<file path="src/rtl/grey_to_binary_converter.sv">
// Registered 4-bit Gray-to-binary decoder with a valid handshake.
// Consecutive accepted words that differ in more than one bit are flagged
// on gray_err and counted in a saturating 8-bit err_cnt.
module grey_to_binary_converter (
  input  logic       clk,
  input  logic       rst_n,
  input  logic       in_valid,
  input  logic       g3,
  input  logic       g2,
  input  logic       g1,
  input  logic       g0,
  output logic       b3,
  output logic       b2,
  output logic       b1,
  output logic       b0,
  output logic       out_valid,
  output logic       gray_err,
  output logic [7:0] err_cnt
);

  // Gray word to binary: XOR prefix running from the MSB down.
  function automatic logic [3:0] gray_decode(input logic [3:0] g);
    logic [3:0] b;
    b[3] = g[3];
    for (int i = 2; i >= 0; i--) begin
      b[i] = b[i+1] ^ g[i];
    end
    return b;
  endfunction

  // True when two words differ in two or more bit positions.
  function automatic logic multi_bit_change(input logic [3:0] a, input logic [3:0] b);
    logic [3:0] diff;
    diff = a ^ b;
    // Clearing the lowest set bit leaves something only if >= 2 bits were set.
    return (diff & (diff - 4'd1)) != 4'd0;
  endfunction

  // Increment that sticks at all-ones instead of wrapping.
  function automatic logic [7:0] sat_inc(input logic [7:0] c);
    return (c == 8'hFF) ? c : c + 8'd1;
  endfunction

  logic [3:0] gray_p0;
  logic [3:0] bin_p0;
  logic       viol_p0;
  logic [3:0] prev_p1;
  logic       have_prev_p1;

  // Stage 0: decode and integrity check on the incoming word.
  always_comb begin
    gray_p0 = {g3, g2, g1, g0};
    bin_p0  = gray_decode(gray_p0);
    viol_p0 = have_prev_p1 && multi_bit_change(gray_p0, prev_p1);
  end

  // Stage 1: register decoded word, flags, history and error count.
  always_ff @(posedge clk or negedge rst_n) begin
    if (!rst_n) begin
      {b3, b2, b1, b0} <= 4'b0000;
      out_valid        <= 1'b0;
      gray_err         <= 1'b0;
      err_cnt          <= 8'd0;
      prev_p1          <= 4'b0000;
      have_prev_p1     <= 1'b0;
    end else begin
      out_valid <= in_valid;
      gray_err  <= in_valid && viol_p0;
      if (in_valid) begin
        {b3, b2, b1, b0} <= bin_p0;
        prev_p1          <= gray_p0;
        have_prev_p1     <= 1'b1;
        if (viol_p0) begin
          err_cnt <= sat_inc(err_cnt);
        end
      end
    end
  end

endmodule

</file>
<file path="config.mk">
export PLATFORM = sky130hd
export DESIGN_NAME = grey_to_binary_converter
export DESIGN_NICKNAME = d
export VERILOG_FILES = /design/src/rtl/grey_to_binary_converter.sv
export SDC_FILE = /design/constraint.sdc
export NUM_CORES = 1
export LEC_CHECK = 0
export CORE_AREA = 2 2 46 48
export CTS_CLUSTER_SIZE = 8
export DETAILED_ROUTE_END_ITERATION = 12
export DIE_AREA = 0 0 48 50
export GPL_TIMING_DRIVEN = 0
export PLACE_DENSITY = 0.73
export SYNTH_ARGS = -nofsm -noshare
export SYNTH_HDL_FRONTEND = slang
export SYNTH_SLANG_ARGS = --single-unit
</file>
<file path="constraint.sdc">
create_clock -name clk -period 2.05 [get_ports clk]
set_input_delay 0.205 -clock clk [delete_from_list [all_inputs] [get_ports clk]]
set_output_delay 0.205 -clock clk [all_outputs]
set_load 0.05 [all_outputs]
</file>
Word level (Yosys, flattened, before mapping)
Index checks and enable logic that the tools add are counted.

operators by class
  add/subtract/negate cells = 2
  equality and inequality tests = 1
  bitwise gates (word level) = 6
  reductions and logical operators = 4

operators with widths
  kind                   number
  $add A8 B1 Y8 const B  1
  $eq A8 B8 Y1 const B   1
  $and A4 B4 Y4          1
  $reduce_bool A4 Y1     1
  $sub A4 B1 Y4 const B  1
  $xor A4 B4 Y4          1
  $reduce_and A3 Y1      1
  $xor A1 B1 Y1          3
  $logic_and A1 B1 Y1    2
  $not A1 Y1             1

storage, ports and cells
  bits in registers = 19
  output and inout port bits = 14
  word-level logic and storage cells = 22

Logic depth before layout (Yosys ltp)
  word-level depth = 6
  depth in mapped cells = 6
  gate-level depth less buffers = 6

Worst setup path after synthesis
Ideal clock, no wire load.

  kind = register to register
  from = register, netlist name b3
  to = register err_cnt[4]
  library setup time = 0.128 ns
  data arrival time = 1.821 ns
  path slack = 0.101 ns
  stages on the path, launching flop included = 6
  buffers on the path = 0
  period minus slack after synthesis = 1.949 ns
  cell sequence = dfrtp_1 -> xor2_1 -> a211oi_1 -> nor3_2 -> and4_2 -> mux2_1

RTL lines
  element                 line  text
  end signal: assignment  74    err_cnt <= sat_inc(err_cnt);
  end: declaration        18    output logic [7:0] err_cnt

Worst setup path after layout
  from = input port g0
  to = register err_cnt[4]

between the ends
  longest elaborated chain between the ends = 6

RTL lines
  element                        line  text
  start: declaration             11    input logic g0,
  $xor A4 B4 Y4 *                34    diff = a ^ b;
  $sub A4 B1 Y4                  36    return (diff & (diff - 4'd1)) != 4'd0;
  $and A4 B4 Y4 *                36
  $reduce_bool A4 Y1 *           36
  $logic_and A1 B1 Y1 *          54    viol_p0 = have_prev_p1 && multi_bit_change(gray_p0, prev_p1);
  $reduce_and A3 Y1 (no line) *  --

Every way passes the cells marked *; elsewhere a longest branch is shown, timed or not.
A chain may end at the register's enable or synchronous reset.

==> results.ini <==
[outcome]
status=finished clean

[cts]
cts_htree_levels=1
postCtsSetupBuffers=0
cts_tree=built
cts_max_path_buffers=2
post_cts_resized=0
cts_root_buf=clkbuf_4
cts_hold_buf=0
path_clk_slew_ps=90
clock_latency_ps=280
clock-sinks=18
cts_buffers=3

[power]
p_leak_nw=0.450
powerDensity_nw_per_um2=1260
ir_worst_vdd_v=0.000552
power_mw=1.38

[global_route]
grt_pass1_wl_um=2240
grt_max_degree=19
gr-total-overflow=0
first_global_vias=540
grt.total_usage=0.127
antenna_found_initial=0

[timing]
hold_viol_final=0
finalCritPeriodShare=0.952
slew_violations=0
setup_viol=0
worst_pin_slew_ps=738
fin_skew_ps=1.70
fmax_ghz=0.513
finalCriticalPeriod_ps=1950
rsz0062_at_grt=no
slew_headroom=0.506

[die]
die_area_um2=2400
num_rows=16
start_util=0.442
die_h_um=50
core_area_um2=1900
die_w_um=48
ios=21

[layout]
area_growth_pct=30.5
fin_cells=120
fill_cells=167
layout.area.seq_um2=450
diodes=0
multi_input_area_um2=375
final_nets=103
drive_gt1_frac=0.161

[place]
numPortBuffers=20
dp_hpwl_um=1040
gp_congestion=0.733
dp_cells=117

[detailed_routing]
first_iter_violations=4
drt.antenna.violating_nets=0
routed_wl_um=1350
vias=577
drcViolationCount=0
routedWlPerCell_um=11.2
drtPass1Iterations=3
viasPerCell=4.81

[yosys]
synth.distinct_cells=22
ys_ff_latch=18
yosysWarnings=0
syn_inst=70
synthesis.nets=78
avgSynthCellArea_um2=12.0
synth_area_um2=841
synth-seq-area-share=0.536

[critical_path]
endpoint_kind=flop
r2r_start=prev_p1[0]$_DFFE_PN0P_
r2r-end=err_cnt[4]$_DFFE_PN0P_
critPathRequiredTime_ps=2220
worstPathArrival_ps=2120
worstSetupPathType=in2reg
ff2ff_setup_slack_ps=170
cp_max_fo=8
startpoint_type=primary input
r2r_cells=5

[min_path]
hold_path.class=in2async

[job]
max_cap_viol_count=0

==> synth_stat cells <==
library cell | number | area share
a211oi_1 | 2 | 0.018
a21boi_4 | 1 | 0.022
a21oi_1 | 3 | 0.018
and4_2 | 2 | 0.024
clkbuf_1 | 1 | 0.0045
dfrtp_1 | 18 | 0.54
ha_1 | 1 | 0.015
inv_1 | 3 | 0.013
mux2_1 | 2 | 0.027
mux2_2 | 7 | 0.094
mux2i_1 | 1 | 0.012
nand2_1 | 5 | 0.022
nand2b_1 | 1 | 0.0074
nand3_1 | 2 | 0.012
nand4_1 | 3 | 0.022
nor2_1 | 4 | 0.018
nor3_1 | 1 | 0.0059
nor3_2 | 1 | 0.012
o21ai_0 | 1 | 0.0059
or2_2 | 1 | 0.0074
xnor2_1 | 5 | 0.052
xor2_1 | 5 | 0.052
==> registers in the layout, summed over array words and instances (netlist names) <==
signal        cells
err_cnt           8
prev_p1           3
b0                1
b1                1
b2                1
b3                1
gray_err          1
have_prev_p1      1
out_valid         1
==> how the worst max path moves through the flow <==
stage | startpoint | endpoint | slack (ps) | cells after the start
2_1_floorplan | b3$_DFFE_PN0P_ | err_cnt[4]$_DFFE_PN0P_ | 100 | 5
3_3_place_gp | g0 | err_cnt[1]$_DFFE_PN0P_ | -180 | 6
3_5_place_dp | g0 | err_cnt[4]$_DFFE_PN0P_ | -170 | 6
4_1_cts | g0 | err_cnt[4]$_DFFE_PN0P_ | 130 | 6
5_1_grt | g0 | err_cnt[4]$_DFFE_PN0P_ | 10 | 6
6_report | g0 | err_cnt[4]$_DFFE_PN0P_ | 100 | 6
==> metrics by stage <==
stage | utilization | cell area [um2] | hold WS [ps] | worst slack [ps] | TNS, ps
floorplan | - | 841 | -90.6 | 101 | 0
global placement | 0.565 | 1070 | 452 | -177 | -389
detailed placement | 0.565 | 1070 | 466 | -168 | -344
CTS | 0.577 | 1100 | 387 | 128 | 0
global route | 0.577 | 1100 | 419 | 13.8 | 0
finish | 0.577 | 1100 | 354 | 99.4 | 0
==> cells by family after synthesis <==
family / after synthesis / synth area share
adder cells (fa/ha/maj): 1 / 0.0149
buffers and inverters: 4 / 0.0179
multiplexers: 10 / 0.132
AND/OR/NAND/NOR: 20 / 0.131
XOR/XNOR: 10 / 0.104
flip-flops: 18 / 0.536
AO/OA/AOI/OAI: 7 / 0.0640
==> critical path, stage by stage <==
cell and delay (ps):
clkdlybuf4s50_1 530, xor2_1 220, a211oi_1 120, nor3_2 430
and4_2 290, mux2_1 310
==> placed cells by master, fill, tap and decap left out, types with 2 or more instances in the layout <==
cell / n
clkdlybuf4s50_1: 20
dfrtp_1: 18
mux2_2: 7
xor2_1: 5
nand2_1: 5
xnor2_1: 5
nor2_1: 4
inv_1: 3
nand4_1: 3
a21oi_1: 3
clkbuf_4: 3
a211oi_1: 2
nand3_1: 2
and4_2: 2
mux2_1: 2
==> per-layer routing <==
| metal | vias to the layer above | part of all wire | GRT usage |
|---|---|---|---|
| met5 | - | 0 | 0 |
| met4 | 0 | 0.014 | 0.0541 |
| met3 | 2 | 0.015 | 0.0220 |
| met2 | 8 | 0.46 | 0.187 |
| met1 | 278 | 0.51 | 0.177 |
| li1 | 289 | - | - |
==> final cells by class <==
| class | count | area share |
|---|---|---|
| inverter | 3 | 0.0103 |
| multi-input combinational | 48 | 0.342 |
| timing repair buffer | 20 | 0.182 |
| clock buffer | 3 | 0.0205 |
| buffer | 1 | 0.00342 |
| sequential | 18 | 0.410 |
| tap | 27 | 0.0308 |
==> report_power, final <==
| part | internal (mW) | total [mW] | switching, mW |
|---|---|---|---|
| clock | 0.0681 | 0.165 | 0.0969 |
| combinational | 0.248 | 0.670 | 0.422 |
| sequential | 0.441 | 0.544 | 0.102 |
Note: power is estimated with default switching activity, not from simulation.
